## src/rtl/spi_cmd_regs.sv

```systemverilog
// -----------------------------------------------------------------------------
// spi_cmd_regs
// Byte-level command decoder and register bank that sits behind an SPI slave
// byte engine. The first byte of each SSEL-framed message is a command
// {rw, addr[6:0]} (rw=1 read, rw=0 write). The bytes that follow write or read
// consecutive addresses. The address auto-increments and wraps from 0x7F to 0x00.
//
// Optional feature macro: SPI_CMD_COUNTER_EN
//   When this macro is defined, the block adds a free-running 32-bit counter.
//   The counter is snapshotted at msg_start. Reads at 0x40..0x43 return the
//   snapshot, LSB first. When the macro is undefined, those addresses read 8'hFF.
//
// Parameters
//   NREGS    number of 8-bit R/W registers at addresses 0..NREGS-1 (1..64)
//   ID_BYTE  byte presented on MISO while the command byte is shifted in
//
// Ports
//   clk        system clock, all logic on posedge
//   rst_n      asynchronous active-low reset
//   msg_start  1-clk pulse on SSEL falling edge (already synchronised)
//   msg_end    1-clk pulse on SSEL rising edge (already synchronised)
//   rx_valid   1-clk pulse, a complete byte is on rx_data
//   rx_data    received byte
//   tx_data    byte the slave loads at its next byte boundary
//   reg_out    flat register contents, reg[i] at [8i+7:8i]
//   wr_pulse   1-clk pulse per register write
//   wr_addr    address of the write, valid with wr_pulse
//   busy       high while a message is open
// -----------------------------------------------------------------------------
module spi_cmd_regs #(
    parameter int         NREGS   = 8,
    parameter logic [7:0] ID_BYTE = 8'hA5
) (
    input  logic               clk,
    input  logic               rst_n,
    input  logic               msg_start,
    input  logic               msg_end,
    input  logic               rx_valid,
    input  logic [7:0]         rx_data,
    output logic [7:0]         tx_data,
    output logic [NREGS*8-1:0] reg_out,
    output logic               wr_pulse,
    output logic [6:0]         wr_addr,
    output logic               busy
);

    typedef enum logic [1:0] {
        IDLE  = 2'd0,
        CMD   = 2'd1,
        WRITE = 2'd2,
        READ  = 2'd3
    } state_t;

    localparam logic [7:0] NREGS_W = 8'(NREGS);

    state_t      state_reg, state_next;
    logic [6:0]  addr_reg, addr_next;
    logic [7:0]  tx_reg, tx_next;
    // Read data is fetched one clock after the address settles. This keeps the
    // register mux off the rx_valid path. Total latency is 2 clk, which fits
    // inside an SCK half-period.
    logic        rd_load_reg, rd_load_next;
    logic        wr_pulse_reg, wr_pulse_next;
    logic [6:0]  wr_addr_reg, wr_addr_next;
    logic        wr_en;
    logic        addr_mapped;
    logic [7:0]  rd_data;
    logic [7:0]  reg_view [NREGS];

`ifdef SPI_CMD_COUNTER_EN
    logic [31:0] counter_reg;
    logic [31:0] snap_reg;

    always_ff @(posedge clk or negedge rst_n) begin
        if (!rst_n) begin
            counter_reg <= 32'd0;
            snap_reg    <= 32'd0;
        end else begin
            counter_reg <= counter_reg + 32'd1;
            if (msg_start) begin
                snap_reg <= counter_reg;
            end
        end
    end
`endif

    // Register bank: each byte is a plain flop group so every bit is visible on reg_out.
    genvar gi;
    generate
        for (gi = 0; gi < NREGS; gi++) begin : g_reg
            logic [7:0] byte_reg;

            always_ff @(posedge clk or negedge rst_n) begin
                if (!rst_n) begin
                    byte_reg <= 8'h00;
                end else if (wr_en && (addr_reg == 7'(gi))) begin
                    byte_reg <= rx_data;
                end
            end

            assign reg_view[gi]        = byte_reg;
            assign reg_out[8*gi +: 8]  = byte_reg;
        end
    endgenerate

    assign addr_mapped = ({1'b0, addr_reg} < NREGS_W);

    // Read mux. Unmapped addresses return 8'hFF.
    always_comb begin
        rd_data = 8'hFF;
        for (int i = 0; i < NREGS; i++) begin
            if (addr_reg == 7'(i)) begin
                rd_data = reg_view[i];
            end
        end
`ifdef SPI_CMD_COUNTER_EN
        case (addr_reg)
            7'h40:   rd_data = snap_reg[7:0];
            7'h41:   rd_data = snap_reg[15:8];
            7'h42:   rd_data = snap_reg[23:16];
            7'h43:   rd_data = snap_reg[31:24];
            default: ;
        endcase
`endif
    end

    always_comb begin
        state_next   = state_reg;
        addr_next    = addr_reg;
        tx_next      = tx_reg;
        rd_load_next = 1'b0;
        wr_en        = 1'b0;

        if (msg_start) begin
            // A new frame overrides everything, including a coincident byte.
            state_next = CMD;
            tx_next    = ID_BYTE;
        end else if (msg_end) begin
            // tx_data keeps its value, and any pending read fetch is dropped.
            state_next = IDLE;
        end else begin
            if (rd_load_reg) begin
                tx_next = rd_data;
            end
            case (state_reg)
                CMD: begin
                    if (rx_valid) begin
                        addr_next = rx_data[6:0];
                        if (rx_data[7]) begin
                            state_next   = READ;
                            rd_load_next = 1'b1;
                        end else begin
                            state_next = WRITE;
                            tx_next    = 8'h00;
                        end
                    end
                end
                WRITE: begin
                    if (rx_valid) begin
                        wr_en     = 1'b1;
                        addr_next = addr_reg + 7'd1;
                        tx_next   = 8'h00;
                    end
                end
                READ: begin
                    if (rx_valid) begin
                        addr_next    = addr_reg + 7'd1;
                        rd_load_next = 1'b1;
                    end
                end
                default: ;
            endcase
        end

        wr_pulse_next = wr_en && addr_mapped;
        wr_addr_next  = wr_pulse_next ? addr_reg : wr_addr_reg;
    end

    always_ff @(posedge clk or negedge rst_n) begin
        if (!rst_n) begin
            state_reg    <= IDLE;
            addr_reg     <= 7'd0;
            tx_reg       <= 8'h00;
            rd_load_reg  <= 1'b0;
            wr_pulse_reg <= 1'b0;
            wr_addr_reg  <= 7'd0;
        end else begin
            state_reg    <= state_next;
            addr_reg     <= addr_next;
            tx_reg       <= tx_next;
            rd_load_reg  <= rd_load_next;
            wr_pulse_reg <= wr_pulse_next;
            wr_addr_reg  <= wr_addr_next;
        end
    end

    assign tx_data  = tx_reg;
    assign wr_pulse = wr_pulse_reg;
    assign wr_addr  = wr_addr_reg;
    assign busy     = (state_reg != IDLE);

endmodule

```

## config.mk

```make
export PLATFORM = sky130hd
export DESIGN_NAME = spi_cmd_regs
export DESIGN_NICKNAME = d
export VERILOG_FILES = /design/src/rtl/spi_cmd_regs.sv
export SDC_FILE = /design/constraint.sdc
export NUM_CORES = 1
export LEC_CHECK = 0
export ABC_AREA = 1
export CORE_UTILIZATION = 50
export CTS_BUF_LIST = sky130_fd_sc_hd__clkbuf_8
export DETAILED_ROUTE_END_ITERATION = 7
export GPL_ROUTABILITY_DRIVEN = 0
export GPL_TIMING_DRIVEN = 0
export PLACE_DENSITY_LB_ADDON = 0.3
export SYNTH_ARGS = -nofsm -noshare
export SYNTH_HDL_FRONTEND = slang
export SYNTH_SLANG_ARGS = --single-unit
```

## constraint.sdc

```tcl
create_clock -name clk -period 4.3 [get_ports clk]
set_clock_uncertainty 0.1 [all_clocks]
set_input_delay 0.645 -clock clk [delete_from_list [all_inputs] [get_ports clk]]
set_output_delay 0.645 -clock clk [all_outputs]
set_load 0.02 [all_outputs]
```

==> flow_summary.ini <==
[drt]
routed_wl_um = 11980
routedWlPerCell_um = 15.59
drt-vias-per-instance = 5.447
highest_layer = met4
drtIter0Drc = 248
drt-met1-wl_um = 5120
vias = 4183
drtAntennaViolNets = 0
met2_length_um = 5690
wl_met3_um = 854
drtPass1Iterations = 5
drc_errors = 0

[synthesis]
yosys_warnings = 0
synth_cell_types = 33
synth_area_mm2 = 0.004444
synth_ff_type = dfrtp_1
synth_area_per_cell_um2 = 8.080
synth_top_area_frac = 0.5068
synth_area_leader_cell = dfrtp_1
yosysSeqAreaShare = 0.5068
ys_top_cells_by_count = nand2_1, dfrtp_1, o21ai_0, inv_1, nor2_1
synth_seq_cells = 90
syn-num-nets = 572
postSynthCellCount = 550
synth_edf_count = 0
synth.most_common_cell = nand2_1
synth.area.top_cells = dfrtp_1, nand2_1, o21ai_0
synth_async_sr_flop_share = 1.000

[critical_path]
crit_top_cell = inv_1
critical_path_class = flop to output pin
path_cells = inv_1 -> ha_1 -> inv_1 -> clkdlybuf4s50_1
crit_path_max_fanout = 6
worstSetupEndpointType = output pin
rrSetupSlack_ns = 2.11
required_ns = 3.56
slowest_delay_ns = 0.59
crit_slowest_cell = clkdlybuf4s50_1
crit_path_start_kind = flop
critPathArrivalTime_ns = 1.75

[flow_run]
cap_violations = 0

[clock_network]
cts_buffer_depth = 2
clock_latency_ns = 0.36
hold_buffers = 0
post_cts_buffers = 0
cts_tree = done
cts_sinks = 90
ctsResizeCount = 0
clk_pin_slew_ns = 0.09
numCtsBuffers = 9
cts_root_buf = clkbuf_8
cts_max_level = 3

[timing]
fmax_mhz = 400.2
setup_viol = 0
hold_viol = 0
finalCritPeriodShare = 0.5811
setup_ws_ns = 1.801
maxSlewViolCount = 0
fin_setup_tns_ns = 0
worstMarginPinSlew_ns = 0.5053
min_period_ns = 2.499
slew_headroom = 0.6627
rsz0062_at_grt = false

[power_and_ir_drop]
powerDensity_mw_per_mm2 = 303.0
combPwrFrac = 0.149
switching_power_mw = 0.5134
power_leakage_nw = 2.602
swShare = 0.2957
p_int_mw = 1.223
pwr-share-clk = 0.334
pwr-share-seq = 0.518
ir_worst_vdd_uv = 210.8

[grt]
grt_max_degree = 72
grt_pass1_vias = 3822
grt_pass1_wl_um = 18710
antenna_found_initial = 0
overflow = 0
grt_usage = 0.2755

[place]
place_ws_ns = 1.465
port-buffer-count = 93
place_hpwl_um = 8597

[floorplan]
rows = 34
coreArea_mm2 = 0.008678
chipHeight_um = 96.28
die_x_um = 96.28
io_pins = 94
dieArea_mm2 = 0.009270
initial_core_util = 0.5121

[finish]
largest_register_ff_count = 64
ff_latch_area_mm2 = 0.002252
antennaDiodeCount = 0
final_layout_size_suffix_gt1_frac = 0.07121
syn_to_final_growth_pct = 28.91
multi_input_area_mm2 = 0.001893
fin_nets = 677
fillCellCount = 747

[min_path]
hold_path_class = input pin to async pin

[status]
outcome = completed
-- kinds of logic (layout without fill, tap and decap cells) --
logic type / after synthesis / in the layout / share of synthesized area
XOR/XNOR: 2 / 2 / 0.003942
adder cells (fa/ha/maj): 9 / 9 / 0.02534
AND/OR/NAND/NOR: 247 / 247 / 0.2410
AO/OA/AOI/OAI: 131 / 131 / 0.1557
buffers and inverters: 71 / 181 / 0.06728
flip-flops: 90 / 90 / 0.5068
-- worst paths after layout --
check	depth (start not counted)	endpoint	from
worst min register to register	2	wr_addr[3]	wr_addr[3]
worst max-delay path	4	busy	state_reg[1]
min in group clk	2	wr_addr[3]	wr_addr[3]
worst min-delay path	1	g_reg[0].byte_reg[3]	rst_n
max in group asynchronous	2	g_reg[5].byte_reg[6]	rst_n
worst max register to register	14	tx_data[1]	addr_reg[1]
-- worst max-delay path, delay by kind of cell, from the launching register on --
family	cells	cell delay (ns)
flip-flops	1	0.41
adder cells (fa/ha/maj)	1	0.21
buffers and inverters	3	0.77
-- per-layer routing --
metal  vias to the layer above  global-route usage
met2                       194              0.4433
met4                         0              0.1169
li1                       1971                   -
met1                      1990              0.3659
met3                        28             0.04897
met5                         -                   0
-- per-stage QoR --
step | area (µm²) | power [mW] | utilization | instances | hold WS [ns]
3_5_place_dp | 5535 | 1.168 | 0.6378 | 752 | 0.3796
3_3_place_gp | 5510 | 1.156 | 0.6349 | 751 | 0.3768
4_1_cts | 5729 | 1.739 | 0.6602 | 768 | 0.04521
5_1_grt | 5729 | 1.806 | 0.6602 | 768 | 0.04841
2_1_floorplan | 4444 | 1.070 | - | 550 | 0.2494
6_report | 5729 | 1.736 | 0.6602 | 768 | 0.04534
-- cell usage in the layout, fill, tap and decap left out, types with 2 or more instances in the layout --
| cell type | count |
|---|---|
| a21oi_1 | 37 |
| buf_2 | 5 |
| buf_6 | 2 |
| clkbuf_1 | 9 |
| clkbuf_8 | 9 |
| clkdlybuf4s50_1 | 92 |
| clkinvlp_4 | 3 |
| dfrtp_1 | 90 |
| ha_1 | 9 |
| inv_1 | 50 |
| inv_2 | 5 |
| nand2_1 | 161 |
| nand3_1 | 15 |
| nor2_1 | 48 |
| nor2_2 | 3 |
| nor2_4 | 6 |
| nor3_1 | 3 |
| o211ai_1 | 5 |
| o21ai_0 | 77 |
| o21ai_1 | 6 |
| or2_1 | 2 |
| or2_2 | 3 |
| xor2_1 | 2 |
-- power by group through the flow --
| stage | registers [mW] | clock network (mW) | logic (mW) |
|---|---|---|---|
| 6_report | 0.898 | 0.579 | 0.258 |
| 5_1_grt | 0.902 | 0.616 | 0.288 |
| 4_1_cts | 0.898 | 0.583 | 0.257 |
| 3_5_place_dp | 0.914 | 0 | 0.254 |
| 3_3_place_gp | 0.912 | 0 | 0.244 |
| 2_1_floorplan | 0.917 | 0 | 0.153 |
-- layout make-up --
cell class,instances,area share
Buffer,17,0.01682
Clock buffer,9,0.02162
Inverter,54,0.03538
Tap cell,108,0.02359
Timing Repair Buffer,94,0.1668
Clock inverter,7,0.01223
Sequential cell,90,0.3931
Multi-Input combinational cell,389,0.3304
No activity file was read; power rests on OpenSTA's default activity.
